`config.mk`:
```
export PLATFORM = sky130hd
export DESIGN_NAME = ps2_key_monitor
export DESIGN_NICKNAME = d
export VERILOG_FILES = /design/src/rtl/ps2_pkg.sv /design/src/rtl/ps2_frame_rx.sv /design/src/rtl/ps2_key_monitor.sv
export SDC_FILE = /design/constraint.sdc
export NUM_CORES = 1
export LEC_CHECK = 0
export BUFFER_PORTS_ARGS = -buffer_cell sky130_fd_sc_hd__buf_4
export CORE_UTILIZATION = 25
export CTS_CLUSTER_SIZE = 12
export DETAILED_ROUTE_END_ITERATION = 8
export PLACE_DENSITY = 0.46
export SKIP_LAST_GASP = 1
export SYNTH_ARGS = -nofsm -noshare
export SYNTH_HDL_FRONTEND = slang
export SYNTH_SLANG_ARGS = --single-unit
```
`constraint.sdc`:
```
create_clock -name clk -period 2.5 [get_ports clk]
set_input_delay 0.5 -clock clk [delete_from_list [all_inputs] [get_ports clk]]
set_output_delay 0.5 -clock clk [all_outputs]
set_load 0.005 [all_outputs]
```
`src/rtl/ps2_pkg.sv`:
```
// Shared types and constants for the PS/2 key monitor: frame FSM states,
// scan-code prefixes and the bit layout of a key event.
package ps2_pkg;

  typedef enum logic [1:0] {
    IDLE,
    DATA,
    PARITY,
    STOP
  } rx_state_t;

  localparam logic [7:0] PREFIX_EXT = 8'hE0;
  localparam logic [7:0] PREFIX_BRK = 8'hF0;

  localparam int EVT_CODE_LSB = 0;
  localparam int EVT_BRK_BIT  = 8;
  localparam int EVT_EXT_BIT  = 9;
  localparam int EVENT_W      = 10;

  // PS/2 uses odd parity: the data bits plus the parity bit hold an odd number of ones.
  function automatic logic odd_parity_ok(input logic [7:0] data, input logic par);
    return ^{data, par};
  endfunction

endpackage

```
`src/rtl/ps2_frame_rx.sv`:
```
// PS/2 frame receiver: synchronises the raw lines and assembles 11-bit frames.
// It emits a one-cycle byte strobe for good frames and a one-cycle error pulse otherwise.
module ps2_frame_rx
  import ps2_pkg::*;
#(
  parameter int TIMEOUT_CYCLES = 50000
) (
  input  logic       clk,
  input  logic       reset,
  input  logic       ps2Clk,
  input  logic       ps2Data,
  output logic [7:0] rx_byte,
  output logic       byte_strobe,
  output logic       frame_error
);

  localparam int TW = $clog2(TIMEOUT_CYCLES + 1);

  logic          clk_s1, clk_s2, clk_s3;
  logic          data_s1, data_s2;
  logic          fall;
  rx_state_t     state;
  logic [7:0]    shift;
  logic [2:0]    bit_cnt;
  logic          par_bit;
  logic [TW-1:0] idle_cnt;

  assign fall = clk_s3 & ~clk_s2;

  // The synchronisers reset to the idle-high line level so that reset cannot fake an edge.
  always_ff @(posedge clk) begin
    if (reset) begin
      clk_s1  <= 1'b1;
      clk_s2  <= 1'b1;
      clk_s3  <= 1'b1;
      data_s1 <= 1'b1;
      data_s2 <= 1'b1;
    end else begin
      clk_s1  <= ps2Clk;
      clk_s2  <= clk_s1;
      clk_s3  <= clk_s2;
      data_s1 <= ps2Data;
      data_s2 <= data_s1;
    end
  end

  always_ff @(posedge clk) begin
    if (reset) begin
      state       <= IDLE;
      shift       <= '0;
      bit_cnt     <= '0;
      par_bit     <= 1'b0;
      idle_cnt    <= '0;
      rx_byte     <= '0;
      byte_strobe <= 1'b0;
      frame_error <= 1'b0;
    end else begin
      byte_strobe <= 1'b0;
      frame_error <= 1'b0;
      if (state != IDLE && !fall && idle_cnt == TW'(TIMEOUT_CYCLES - 1)) begin
        state       <= IDLE;
        idle_cnt    <= '0;
        shift       <= '0;
        bit_cnt     <= '0;
        frame_error <= 1'b1;
      end else begin
        if (state == IDLE || fall) idle_cnt <= '0;
        else                       idle_cnt <= idle_cnt + 1'b1;
        if (fall) begin
          case (state)
            IDLE: begin
              if (!data_s2) begin
                state   <= DATA;
                bit_cnt <= '0;
              end
            end
            DATA: begin
              shift   <= {data_s2, shift[7:1]};
              bit_cnt <= bit_cnt + 3'd1;
              if (bit_cnt == 3'd7) state <= PARITY;
            end
            PARITY: begin
              par_bit <= data_s2;
              state   <= STOP;
            end
            STOP: begin
              if (data_s2 && odd_parity_ok(shift, par_bit)) begin
                rx_byte     <= shift;
                byte_strobe <= 1'b1;
              end else begin
                frame_error <= 1'b1;
              end
              state <= IDLE;
            end
            default: state <= IDLE;
          endcase
        end
      end
    end
  end

endmodule

```
`src/rtl/ps2_key_monitor.sv`:
```
// PS/2 key monitor: decodes E0/F0 prefixes into key events, queues them in a FIFO
// and drives an LED display from one of four selectable sources.
module ps2_key_monitor
  import ps2_pkg::*;
#(
  parameter int FIFO_DEPTH     = 8,
  parameter int TIMEOUT_CYCLES = 50000
) (
  input  logic       clk,
  input  logic       reset,
  input  logic       ps2Clk,
  input  logic       ps2Data,
  input  logic [1:0] mode,
  input  logic       pop,
  output logic       eventValid,
  output logic [9:0] eventData,
  output logic       overflow,
  output logic       frameErr,
  output logic [7:0] led
);

  localparam int AW = $clog2(FIFO_DEPTH);
  localparam int CW = AW + 1;

  logic [7:0]         rx_byte;
  logic               byte_strobe;
  logic               frame_error;
  logic               ext, brk;
  logic [7:0]         last_byte;
  logic [7:0]         event_count;
  logic [EVENT_W-1:0] mem [FIFO_DEPTH];
  logic [AW-1:0]      wr_ptr, rd_ptr;
  logic [CW-1:0]      count;
  logic               is_prefix, push_req, pop_ok, full, push_ok;
  logic [EVENT_W-1:0] new_event;
  logic [7:0]         led_next;

  ps2_frame_rx #(.TIMEOUT_CYCLES(TIMEOUT_CYCLES)) u_rx (
    .clk         (clk),
    .reset       (reset),
    .ps2Clk      (ps2Clk),
    .ps2Data     (ps2Data),
    .rx_byte     (rx_byte),
    .byte_strobe (byte_strobe),
    .frame_error (frame_error)
  );

  assign is_prefix  = (rx_byte == PREFIX_EXT) || (rx_byte == PREFIX_BRK);
  assign push_req   = byte_strobe & ~is_prefix;
  assign pop_ok     = pop & eventValid;
  assign full       = (count == CW'(FIFO_DEPTH));
  // A pop in the same cycle frees the head slot, so a full FIFO can still accept.
  assign push_ok    = push_req & (~full | pop_ok);
  assign new_event  = {ext, brk, rx_byte};
  assign eventValid = (count != '0);
  assign eventData  = eventValid ? mem[rd_ptr] : '0;

  always_ff @(posedge clk) begin
    if (reset) begin
      ext         <= 1'b0;
      brk         <= 1'b0;
      last_byte   <= '0;
      event_count <= '0;
      overflow    <= 1'b0;
      frameErr    <= 1'b0;
    end else begin
      if (byte_strobe) begin
        last_byte <= rx_byte;
        if (rx_byte == PREFIX_EXT) begin
          ext <= 1'b1;
        end else if (rx_byte == PREFIX_BRK) begin
          brk <= 1'b1;
        end else begin
          ext <= 1'b0;
          brk <= 1'b0;
        end
      end
      if (push_ok) event_count <= event_count + 8'd1;
      if (push_req && full && !pop_ok) overflow <= 1'b1;
      if (frame_error) frameErr <= 1'b1;
    end
  end

  always_ff @(posedge clk) begin
    if (push_ok) mem[wr_ptr] <= new_event;
  end

  always_ff @(posedge clk) begin
    if (reset) begin
      wr_ptr <= '0;
      rd_ptr <= '0;
      count  <= '0;
    end else begin
      if (push_ok) wr_ptr <= wr_ptr + 1'b1;
      if (pop_ok)  rd_ptr <= rd_ptr + 1'b1;
      case ({push_ok, pop_ok})
        2'b10:   count <= count + 1'b1;
        2'b01:   count <= count - 1'b1;
        default: count <= count;
      endcase
    end
  end

  always_comb begin
    led_next = '0;
    case (mode)
      2'd0:    led_next = last_byte;
      2'd1:    led_next = eventData[EVT_CODE_LSB +: 8];
      2'd2:    led_next = {overflow, frameErr, ext, brk, 4'(count)};
      default: led_next = event_count;
    endcase
  end

  always_ff @(posedge clk) begin
    if (reset) led <= '0;
    else       led <= led_next;
  end

endmodule
```
==> results.md, run 1 <==
Worst setup path:
- In this run the critical register-to-register path is launched from u_rx.rx_byte[0].
- The highest net fanout along the worst path is 5.
- The kind of start point of the critical path is a register.
- At the worst endpoint, the required time is 2.00 ns.
- The worst register-to-register path ends at count[3].
- The worst setup path is of the register to output pin kind.
- The number of cells traversed by the worst register-to-register path is 10.
- The arrival time of the worst setup path is 1.96 ns.
- The critical path endpoint category is an output pin.
- The register-to-register setup slack is 0.07 ns.

GRT:
- The initial antenna violation count is 0.
- The overall routing resource usage is 0.114.
- The first-pass GRT wire length is 23.9 mm.
- Entering global routing, the biggest net connects 49 pins.
- The total grt overflow is 0.
- The via count of the first global-routing pass came to 4,218.

Finish:
- The antenna diode instance count is 0.
- After the last flow step, the layout net total stands at just under 600.
- At the end of the flow the core is filled with cells to 0.311.
- The finished cells cover around 8400 µm².
- The fraction of final layout cells sized beyond drive strength 1 is 0.263.
- The relative area change from synthesis to final layout is 22.8%.
- The non-filler instance count after layout is 930.

CTS:
- The number of sinks driven by the clock tree is about 170.
- The clock tree from TritonCTS is built.
- At the later pin of the worst-skew pair, clock insertion delay measures roughly 0.43 ns.
- Clock tree synthesis inserted a total of 17 buffers.
- The H-tree level count is 4.
- After clock tree synthesis, the clock-pin slew on the worst setup and hold paths is 0.07 ns.
- Clock tree synthesis selected as its root buffer the cell sky130_fd_sc_hd__clkbuf_16.
- The deepest clock path buffer count is 2.

Synthesis:
- In the synthesized netlist, the number of instances is between 500 and 600.
- The largest total area in the synthesized netlist belongs to sky130_fd_sc_hd__edfxtp_1.
- The share of the synthesized area in the top cell type is 0.353.
- The dominant combinational cell family by area after synthesis is multiplexers.
- The net count of the mapped netlist is 533.
- The synthesized cell area is around 6800 µm².
- Of the synthesized area, sequential elements account for 0.605.
- Of the total synthesized cell area, the portion taken by AND, OR, NAND and NOR gates is 0.125.
- The fraction of synthesized area in multiplexers is 0.154.
- The number of different library cells used by synthesis comes to approximately 50.
- The synthesis warning total is 0.
- Yosys attributes the largest share of cell area to sky130_fd_sc_hd__edfxtp_1 (35%), sky130_fd_sc_hd__dfxtp_1 (25%), sky130_fd_sc_hd__mux4_2 (9.3%).
- Of the total synthesized cell area, the portion taken by XOR and XNOR cells is 0.0465.
- Each instance of the synthesized netlist takes up on average 13.3 µm².
- The compound-gate portion of the synthesized area is 0.0250.
- The arithmetic-cell share of the synthesized area counting full adders, half adders and majority gates is 0.0250.
- The number of synthesized register bits is 166.

Detailed routing:
- In the routed design, unresolved DRC markers number 0.
- The number of nets with antenna violations after routing is 0.
- The pre-antenna-repair detailed-routing pass consisted of 4 iterations.
- The highest metal layer with signal wires is met4.
- The count of vias placed by the detailed router is 4,118.
- Detailed routing placed a total of 660 µm of wire on met3.
- The total wirelength of the detailed-routed design is 14.9 mm.
- The first routing iteration left 310 violations.
- Dividing the detail-routed via count by the number of cells gives 4.43.
- Summed over all nets, wire length on met2 after detailed routing comes to around 7.3 mm.
- After detailed routing, the wire length on met1 is between 6 and 7 mm.
- In the final routed layout, each cell accounts on average for 16.0 µm.

Power and ir drop:
- IR analysis of the VDD net gives a maximum drop of 441 µV.
- The clock network power share is 0.346.
- The net load switching power is 2.06 mW.
- For this design the ratio of total power to cell area is approximately 860 nW/µm².
- The internal portion of the total power is just over 5 mW.
- Of the total power, the share spent switching nets is 0.285.
- The portion of total power attributed to sequential cells is 0.409.
- Of the total power, combinational logic draws 0.244.
- After layout, the design draws a total of around 7.2 mW.
- The leakage power total is 3.00 nW.

Place:
- The estimated wirelength of the detail-placed design is 9.84 mm.
- At the end of routability-driven placement, the weighted congestion stood at 0.748.
- Once placement finished, the instance area stood at between 7000 and 8000 µm².
- The setup slack at placement is between 0.009 and 0.01 ns.
- The count of buffers from port buffering is 27.
- The count of placed standard cells including taps is between 800 and 900.

Min path:
- The worst hold path terminates at u_rx.data_s1.
- The worst hold path passes through 2 cells.
- The critical hold path startpoint is ps2Data.
- The path type of the worst min-delay path is input port to register.

Timing:
- The final sum of negative setup slack is 0 ns.
- Timing would allow up to 0.407 GHz.
- Setup repair after global routing could not meet its margin everywhere.
- For the pin with the worst max-slew slack, the measured transition is 0.845 ns.
- The number of failing hold endpoints at the final stage was 0.
- The setup skew after layout is about 0.011 ns.
- Setup violations remaining at the end of the flow were counted as 0.
- The max-slew violation total from the final report is 0.
- The worst pin sits at a relative slew slack of 0.432.
- The setup slack after layout is approximately 0.045 ns.
- The post-route fraction of the period consumed by the critical path is 0.982.
- The time the worst path needs with I/O delays and setup is 2.46 ns.
- On the final layout, the worst hold slack is 0.254 ns.

Die:
- The y dimension of the die is 167 µm.
- In this run the core area contains 60 standard-cell rows.
- The initial utilization of the core area, before any placement, comes to 0.253.
- The number of primary I/O pins is 28.
- The area enclosed by the die boundary is 27,900 µm².
- The core region is ~27,000 µm².
- The die width is 167 µm.

Status:
- The flow ran to the end, and the final reports show no timing, DRC or antenna violations.

Run:
- The max-cap check violation count is 0.
layout by cell type (no fill, tap or decap), types with 3 or more instances in the layout:
cell type,n
sky130_fd_sc_hd__buf_4,61
sky130_fd_sc_hd__xor2_1,14
sky130_fd_sc_hd__nand2b_1,3
sky130_fd_sc_hd__inv_6,6
sky130_fd_sc_hd__nor2_2,6
sky130_fd_sc_hd__buf_12,3
sky130_fd_sc_hd__nand4_1,3
sky130_fd_sc_hd__and3_1,4
sky130_fd_sc_hd__edfxtp_1,80
sky130_fd_sc_hd__clkbuf_16,18
sky130_fd_sc_hd__or2_2,5
sky130_fd_sc_hd__nand3_1,17
sky130_fd_sc_hd__nand2_1,23
sky130_fd_sc_hd__mux2i_1,33
sky130_fd_sc_hd__nor2_1,72
sky130_fd_sc_hd__inv_8,3
sky130_fd_sc_hd__nor2b_1,11
sky130_fd_sc_hd__a21oi_1,9
sky130_fd_sc_hd__mux2i_4,4
sky130_fd_sc_hd__inv_1,10
sky130_fd_sc_hd__mux4_2,28
sky130_fd_sc_hd__nor3_1,11
sky130_fd_sc_hd__xnor2_1,17
sky130_fd_sc_hd__nor3b_1,3
sky130_fd_sc_hd__ha_1,12
sky130_fd_sc_hd__dfxtp_1,85
critical path, stage by stage, from the launching register on:
cell	delay, ns
sky130_fd_sc_hd__dfxtp_4	0.42
sky130_fd_sc_hd__clkbuf_16	0.17
sky130_fd_sc_hd__mux4_2	0.52
sky130_fd_sc_hd__mux2i_4	0.21
sky130_fd_sc_hd__nor2_2	0.06
sky130_fd_sc_hd__buf_4	0.14
repair_timing:
item                                    4_1_cts  5_1_grt
pin swaps                                     1        3
buffers inserted                              0        5
cloned                                        1        1
endpoints found under the setup margin        5       11
resized for setup                             4       16
hold buffers                                  0        0
cells by family (layout without fill, tap and decap cells):
logic type      Yosys count  count (layout)
xor+xnor                 33              33
fa+ha+maj                13              13
mux                      67              67
flops                   166             166
simple gates            177             177
buf+inv                  33             109
compound gates           24              24
cell usage after synthesis, drive strengths merged:
master and instances:
a21boi 1, edfxtp 80, nand4b 1, nand3b 1
buf 13, nand4 3, nor3 12, o31a 1
dfxtp 86, or3 2, nand3 17, mux4 28
and2 1, xnor3 2, clkbuf 10, or4b 1
mux2 1, a211oi 2, and3b 1, nor3b 3
a21oi 10, fa 1, nor4b 2, a22oi 2
nor2b 11, or4 2, nand2b 3, and3 4
a311oi 1, xor2 14, o21ai 2, nor2 78
or2 5, o31ai 1, mux2i 38, nor4 3
or3b 1, a21o 2, and4 2, xnor2 17
o211ai 1, a31oi 1, ha 12, nand2 24
inv 10
routing by layer:
layer	track usage	vias up
li1	-	1984
met1	0.145	2048
met2	0.187	74
met3	0.0340	12
met4	0.0322	0
met5	0	-
layout make-up:
type | instances | area, µm²
well taps | 341 | 427
fillers | 2645 | 18500
clock buffers | 17 | 425
inverters | 10 | 37.5
flip-flops and latches | 166 | 4130
multi-input cells | 314 | 2630
repair buffers | 67 | 582
clock inverters | 15 | 135
state kept, by name, indices dropped and copies added, names as in the netlist, 2 cells and up, named ones only:
register / cells
mem: 80
u_rx.idle_cnt: 16
event_count: 8
last_byte: 8
led: 8
u_rx.rx_byte: 8
u_rx.shift: 8
count: 4
rd_ptr: 3
u_rx.bit_cnt: 3
wr_ptr: 3
u_rx.state: 2
power groups by stage:
| stage | clock network [mW] | logic (mW) | registers (mW) |
|---|---|---|---|
| floorplan | 0 | 0.897 | 2.99 |
| global placement | 0 | 1.53 | 2.99 |
| detailed placement | 0 | 1.53 | 2.99 |
| CTS | 2.56 | 1.62 | 2.94 |
| global route | 2.68 | 1.93 | 2.96 |
| finish | 2.50 | 1.76 | 2.96 |
worst max-delay path by stage:
stage                          from           end  slack (ns)
floorplan                  count[0]      count[3]        0.05
global placement    u_rx.rx_byte[0]      count[3]        0.08
detailed placement  u_rx.rx_byte[0]      count[3]        0.01
CTS                        register  eventData[2]       -0.04
global route        u_rx.rx_byte[0]      count[3]       -0.03
finish                     register  eventData[1]        0.04
Power figures use the tool's default switching activity.
==> run 2: changes to the inputs <==
--- a/config.mk
+++ b/config.mk
@@ -10,6 +10,7 @@
 export CTS_CLUSTER_SIZE = 12
 export DETAILED_ROUTE_END_ITERATION = 8
 export PLACE_DENSITY = 0.46
+export REMOVE_ABC_BUFFERS = 1
 export SKIP_LAST_GASP = 1
 export SYNTH_ARGS = -nofsm -noshare
 export SYNTH_HDL_FRONTEND = slang
==> run 2 against run 1 <==
  * Cell area is 0.42% lower
  * Non-clock buffer count is 2 lower
  * Global-route usage is 0.14 points lower
  * Register-to-register slack better by 0.11 ns
  * Flip-flop and latch count stayed put
  * Fmax is 0.65% higher
  * Via count is 0.27% higher
  * Worst setup slack better by 0.016 ns
  * Clock power is 3% higher
  * Combinational power is 9% lower
  * Final cell count is 0.22% lower
  * Highest routed layer unchanged
==> results.md, run 2 (synthesis gave the netlist of run 1 again) <==
Status:
- Outcome: completed (unchanged).

Die:
- The core outline area came to 26,900 µm² (unchanged).
- The number of rows created at floorplan was 60 (unchanged).
- The die width is 167 µm (unchanged).
- The number of primary I/O pins is 28 (unchanged).
- The y dimension of the die is 167 µm (unchanged).
- The initial standard-cell utilization of the core was 0.253 (unchanged).
- The area enclosed by the die boundary is 27,900 µm² (unchanged).

Finish:
- The area of combinational cells with multiple inputs is 2610 µm² (was 2630 µm²).
- The number of flip-flops in the largest register is 80 (unchanged).
- The leading cell type in the layout, fill and taps excluded is sky130_fd_sc_hd__dfxtp_1 (unchanged).
- The relative area change from synthesis to final layout came to 22.3% (was 22.8%).
- The count of filler cells inserted in the layout was 2,681 (was 2,645).
- The non-filler instance count after layout was 928 (was 930).
- The combined flip-flop and latch cell area was 4130 µm² (unchanged).
- The final net count is 594 (was 596).
- The most flop-heavy register is mem (unchanged).
- Top library cells by usage in the layout, fill and taps aside: sky130_fd_sc_hd__dfxtp_1 (85), sky130_fd_sc_hd__edfxtp_1 (80), sky130_fd_sc_hd__nor2_1 (76), sky130_fd_sc_hd__buf_4 (62), sky130_fd_sc_hd__mux2i_1 (33) (was sky130_fd_sc_hd__dfxtp_1 (85), sky130_fd_sc_hd__edfxtp_1 (80), sky130_fd_sc_hd__nor2_1 (72), sky130_fd_sc_hd__buf_4 (61), sky130_fd_sc_hd__mux2i_1 (33)).
- Registers with the highest flip-flop counts: mem x80, u_rx.idle_cnt x16 (unchanged).
- The antenna diode instance count came to 0 (unchanged).
- The fraction of final layout cells sized beyond drive strength 1 is 0.254 (was 0.263).
- The final non-filler cell area came to 8330 µm² (was 8370 µm²).

GRT:
- The maximum number of pins on one net before global-route repair is 48 (was 49).
- The overall routing resource usage is 0.113 (was 0.114).
- The via count of the first global-routing pass is 4,237 (was 4,218).
- The total grt overflow came to 0 (unchanged).
- The initial antenna violation count is 0 (unchanged).
- The first-pass GRT wire length is 23.9 mm (about the same).

Place:
- The setup slack at placement came to 0.0754 ns (was 0.00954 ns).
- The count of placed standard cells including taps is 895 (was 891).
- The last weighted congestion value of the routability-driven placer is 0.778 (was 0.748).
- The placed standard-cell area was 7660 µm² (was 7630 µm²).
- The estimated wirelength of the detail-placed design is 10.4 mm (was 9.84 mm).
- The count of buffers from port buffering is 27 (unchanged).

CTS:
- The clock buffer count from CTS is 17 (unchanged).
- The H-tree level count is 4 (unchanged).
- The number of sinks driven by the clock tree was 166 (unchanged).
- The clock tree from TritonCTS is built (unchanged).
- The post-CTS clock slew at the launch and capture registers of the worst setup and hold paths is 0.08 ns (was 0.07 ns).
- The clock latency on the worst-skew pair is 0.43 ns (about the same).
- The deepest clock path buffer count is 2 (unchanged).
- The library cell used as clock root buffer is sky130_fd_sc_hd__clkbuf_16 (unchanged).

Timing:
- The number of failing hold endpoints at the final stage is 0 (unchanged).
- The setup skew after layout is 0.0106 ns (was 0.0112 ns).
- Unrepaired setup endpoints after global routing: yes (unchanged).
- The headroom to the max-slew limit is 0.355 (was 0.432).
- The maximum clock frequency is 0.410 GHz (was 0.407 GHz).
- The post-route fraction of the period consumed by the critical path is 0.976 (was 0.982).
- The final hold slack came to 0.254 ns (about the same).
- The time the worst path needs with I/O delays and setup is 2.44 ns (was 2.46 ns).
- The measured slew at the worst slew-check pin came to 0.965 ns (was 0.845 ns).
- The max-slew violation total from the final report is 0 (unchanged).
- The setup slack after layout is 0.0608 ns (was 0.0448 ns).
- The final number of setup-violating endpoints is 0 (unchanged).

Min path:
- The path type of the worst min-delay path is input port to register (unchanged).

Detailed routing:
- The number of nets with antenna violations after routing was 0 (unchanged).
- The average wire length per cell after detail routing is 15.9 µm (was 16.0 µm).
- The detailed router's first-iteration violation count was 286 (was 310).
- The post-detailed-route DRC marker count was 0 (unchanged).
- The detail-routed via count per cell was 4.45 (was 4.43).
- The count of vias placed by the detailed router came to 4,129 (was 4,118).
- The length of the first detailed-routing pass in iterations is 5 (was 4).
- The total wirelength of the detailed-routed design came to 14.8 mm (was 14.9 mm).

Worst setup path:
- The kind of start point of the critical path is a register (unchanged).
- The critical path endpoint category is an output pin (unchanged).
- The highest net fanout along the worst path was 10 (was 5).
- The critical path class is register to output pin (unchanged).
- The worst path required time was 2.00 ns (about the same).
- The arrival time of the worst setup path is 1.94 ns (was 1.96 ns).
- The register-to-register setup slack is 0.18 ns (was 0.07 ns).

Power and ir drop:
- The power after layout is 7.12 mW (was 7.22 mW).
- The cell area power density is 855 nW/µm² (was 863 nW/µm²).
- The worst voltage drop across the vdd grid was 416 µV (was 441 µV).
- The leakage power total is 3.00 nW (about the same).

Run:
- The max-cap check violation count was 0 (unchanged).
run 2: cell count changes in the layout (fill, tap and decap cells not counted), moves of 2 or more:
cell                       change
sky130_fd_sc_hd__nor2_1        +4
sky130_fd_sc_hd__nor2_2        -4
sky130_fd_sc_hd__clkinv_8      +3
sky130_fd_sc_hd__inv_6         -3
sky130_fd_sc_hd__inv_8         +2
run 2: critical path, cell delays in order (launching register included):
cell                      delay (ns)
sky130_fd_sc_hd__dfxtp_4        0.39
sky130_fd_sc_hd__buf_12         0.16
sky130_fd_sc_hd__mux4_2         0.53
sky130_fd_sc_hd__mux2i_4        0.19
sky130_fd_sc_hd__nor2_1         0.09
sky130_fd_sc_hd__buf_4          0.14
run 2: per-stage QoR:
stage | setup TNS, ns | utilization
after floorplan | -8.88 | -
after global placement | 0 | 0.285
after detailed placement | 0 | 0.285
after CTS | 0 | 0.309
after global routing | -0.0407 | 0.310
final | 0 | 0.310
run 2: power by group:
| group | leakage (nW) | internal (mW) | switching [mW] | total, mW |
|---|---|---|---|---|
| logic | 1.27 | 0.845 | 0.756 | 1.60 |
| registers | 1.44 | 2.90 | 0.0459 | 2.94 |
| clock network | 0.289 | 1.35 | 1.23 | 2.58 |
| total | 3.00 | 5.09 | 2.03 | 7.12 |
run 2: worst paths after layout:
check,start,end,depth (start not counted)
min,ps2Data,u_rx.data_s1,2
max,register,eventData[6],5
min reg2reg,u_rx.data_s1,u_rx.data_s2,1
max reg2reg,count[0],count[3],12
run 2: per-layer routing:
layer / up-vias / share of wire / global-route usage
li1: 1992 / - / -
met1: 2052 / 0.45 / 0.138
met2: 76 / 0.50 / 0.193
met3: 9 / 0.039 / 0.0304
met4: 0 / 0.0073 / 0.0314
met5: - / 0 / 0
run 2: final cells by class:
class | instances | area share
flip-flops and latches | 166 | 0.495
multi-input cells | 314 | 0.313
clock inverters | 15 | 0.0207
inverters | 10 | 0.00451
repair buffers | 65 | 0.0640
well taps | 341 | 0.0512
clock buffers | 17 | 0.0511
run 2: what timing repair did:
item,4_1_cts,5_1_grt
pin swaps,0,1
gates resized for setup,5,7
setup endpoints to repair,4,5
hold buffers,0,0
setup buffers,0,0
cloned,1,0
==> run 3: changes to the inputs <==
--- a/config.mk
+++ b/config.mk
@@ -9,7 +9,7 @@
 export CORE_UTILIZATION = 25
 export CTS_CLUSTER_SIZE = 12
 export DETAILED_ROUTE_END_ITERATION = 8
-export PLACE_DENSITY = 0.46
+export PLACE_DENSITY = 0.45
 export REMOVE_ABC_BUFFERS = 1
 export SKIP_LAST_GASP = 1
 export SYNTH_ARGS = -nofsm -noshare
==> constraint.sdc (replaced) <==
create_clock -name clk -period 3.1 [get_ports clk]
set_input_delay 0.62 -clock clk [delete_from_list [all_inputs] [get_ports clk]]
set_output_delay 0.62 -clock clk [all_outputs]
set_load 0.005 [all_outputs]
==> run 3 against run 2 <==
  * Flip-flop and latch count stayed put
  * Largest cell class unchanged
  * Largest power group unchanged
  * Die area stayed put
  * Cell area is 2.6% lower
  * Worst hold slack better by 0.13 ns
  * Highest routed layer unchanged
  * Count of clock-buffer cells in the layout is 5 higher
  * First-iteration DRC count is 0.35% higher
  * Register-to-register slack better by 0.28 ns
==> results.md, run 3 (synthesis gave the netlist of run 1 again) <==
Detailed routing:
- The post-detailed-route DRC marker count is 0 (unchanged).
- The average wire length per cell after detail routing came to 16.8 µm (was 15.9 µm).
- The detailed router's first-iteration violation count was 287 (was 286).
- The number of nets with antenna violations after routing is 0 (unchanged).
- The count of vias placed by the detailed router came to 4,061 (was 4,129).
- The length of the first detailed-routing pass in iterations was 5 (unchanged).
- The total wirelength of the detailed-routed design is 15.2 mm (was 14.8 mm).
- The detail-routed via count per cell is 4.48 (was 4.45).

Timing:
- The final hold slack was 0.380 ns (was 0.254 ns).
- The headroom to the max-slew limit is 0.478 (was 0.355).
- The measured slew at the worst slew-check pin is 0.783 ns (was 0.965 ns).
- The final number of setup-violating endpoints was 0 (unchanged).
- Timing would allow up to 0.351 GHz.
- The time the worst path needs with I/O delays and setup is 2.85 ns.
- The setup skew after layout came to 0.00917 ns (was 0.0106 ns).
- The number of failing hold endpoints at the final stage is 0 (unchanged).
- The final sum of negative setup slack is 0 ns (unchanged).
- The setup slack after layout is 0.255 ns (was 0.0608 ns).
- The max-slew violation total from the final report is 0 (unchanged).
- Of the available clock period, the critical path in the final layout requires 0.918.
- Unrepaired setup endpoints after global routing: no (was yes).

CTS:
- The H-tree level count came to 4 (unchanged).
- The post-CTS clock slew at the launch and capture registers of the worst setup and hold paths is 0.06 ns (was 0.08 ns).
- The deepest clock path buffer count is 2 (unchanged).
- The setup fix buffers added after clock tree synthesis was 0 (unchanged).
- The clock tree from TritonCTS is built (unchanged).
- The clock buffer count from CTS is 17 (unchanged).
- The count of cells resized by post-cts repair is 0 (was 5).
- The library cell used as clock root buffer is sky130_fd_sc_hd__clkbuf_16 (unchanged).
- The clock latency on the worst-skew pair is 0.42 ns (was 0.43 ns).
- The number of hold buffers added after CTS is 0 (unchanged).
- The number of sinks driven by the clock tree came to 166 (unchanged).

Min path:
- The path type of the worst min-delay path is input port to register (unchanged).

Power and ir drop:
- The worst voltage drop across the vdd grid is 337 µV (was 416 µV).
- The cell area power density is 706 nW/µm² (was 855 nW/µm²).
- The power after layout is 5.73 mW (was 7.12 mW).
- The leakage power total is 2.89 nW (was 3.00 nW).

GRT:
- The total grt overflow is 0 (unchanged).
- The overall routing resource usage is 0.116 (was 0.113).
- The maximum number of pins on one net before global-route repair was 58 (was 48).
- The initial antenna violation count is 0 (unchanged).
- The via count of the first global-routing pass is 4,111 (was 4,237).
- The first-pass GRT wire length came to 24.1 mm (was 23.9 mm).

Place:
- The placed standard-cell area came to 7490 µm² (was 7660 µm²).
- The last weighted congestion value of the routability-driven placer is 0.821 (was 0.778).
- The estimated wirelength of the detail-placed design was 10.0 mm (was 10.4 mm).
- The count of placed standard cells including taps is 874 (was 895).
- The count of buffers from port buffering is 27 (unchanged).
- The setup slack at placement was 0.460 ns (was 0.0754 ns).

Die:
- The die width is 167 µm (unchanged).
- The core outline area is 26,900 µm² (unchanged).
- The area enclosed by the die boundary is 27,900 µm² (unchanged).
- The number of rows created at floorplan is 60 (unchanged).
- The number of primary I/O pins was 28 (unchanged).
- The y dimension of the die is 167 µm (unchanged).
- The initial standard-cell utilization of the core is 0.253 (unchanged).

Finish:
- The count of filler cells inserted in the layout is 2,718 (was 2,681).
- The non-filler instance count after layout is 906 (was 928).
- The number of flip-flops in the largest register is 80 (unchanged).
- The area of combinational cells with multiple inputs was 2570 µm² (was 2610 µm²).
- The final net count came to 572 (was 594).
- The most flop-heavy register is mem (unchanged).
- The leading cell type in the layout, fill and taps excluded was sky130_fd_sc_hd__dfxtp_1 (unchanged).
- The relative area change from synthesis to final layout is 19.1% (was 22.3%).
- The antenna diode instance count is 0 (unchanged).
- The combined flip-flop and latch cell area came to 4120 µm² (was 4130 µm²).
- The final non-filler cell area is 8110 µm² (was 8330 µm²).
- The fraction of final layout cells sized beyond drive strength 1 is 0.209 (was 0.254).
- Top library cells by usage in the layout, fill and taps aside: sky130_fd_sc_hd__dfxtp_1 (86), sky130_fd_sc_hd__edfxtp_1 (80), sky130_fd_sc_hd__nor2_1 (78), sky130_fd_sc_hd__buf_4 (42), sky130_fd_sc_hd__mux2i_1 (36) (was sky130_fd_sc_hd__dfxtp_1 (85), sky130_fd_sc_hd__edfxtp_1 (80), sky130_fd_sc_hd__nor2_1 (76), sky130_fd_sc_hd__buf_4 (62), sky130_fd_sc_hd__mux2i_1 (33)).
- Registers with the highest flip-flop counts: mem x80, u_rx.idle_cnt x16 (unchanged).
- The share of the core filled with cells is 0.302 (was 0.310).

Run:
- The max-cap check violation count is 0 (unchanged).

Worst setup path:
- The highest net fanout along the worst path is 10 (unchanged).
- The kind of start point of the critical path is a register (unchanged).
- The worst path required time is 2.48 ns (was 2.00 ns).
- The arrival time of the worst setup path came to 2.23 ns (was 1.94 ns).
- The critical path class was register to output pin (unchanged).
- The critical path endpoint category is an output pin (unchanged).

Status:
- Outcome: completed (unchanged).
[run 3: worst paths after layout]
check	from	slack, ns	cells after the start	end
max	register	0.25	5	eventData[3]
min	ps2Data	0.38	2	u_rx.data_s1
max reg2reg	u_rx.rx_byte[7]	0.46	10	count[3]
min reg2reg	u_rx.clk_s1	0.41	1	u_rx.clk_s2
[run 3: area by class of cell]
cell class,count,share of cell area
tap,341,0.0526
inverter,10,0.00463
multi-input combinational,314,0.317
clock inverter,10,0.0140
clock buffer,22,0.0623
timing repair buffer,43,0.0413
sequential,166,0.508
[run 3: where the power goes]
part | internal, mW | switching (mW)
clock | 1.32 | 0.869
combinational | 0.578 | 0.570
sequential | 2.33 | 0.0556
[run 3: worst max-delay path: stages (launching register included)]
cell	delay, ns
sky130_fd_sc_hd__dfxtp_1	0.75
sky130_fd_sc_hd__buf_4	0.30
sky130_fd_sc_hd__mux4_2	0.34
sky130_fd_sc_hd__mux2i_1	0.15
sky130_fd_sc_hd__nor2_1	0.11
sky130_fd_sc_hd__buf_4	0.15
[run 3: per-layer routing]
metal / routed length (µm) / vias to the layer above / global-route usage
met5: 0 / - / 0
met4: 210 / 0 / 0.0346
met3: 521 / 16 / 0.0316
met2: 7200 / 73 / 0.186
met1: 7300 / 2037 / 0.152
li1: - / 1935 / -
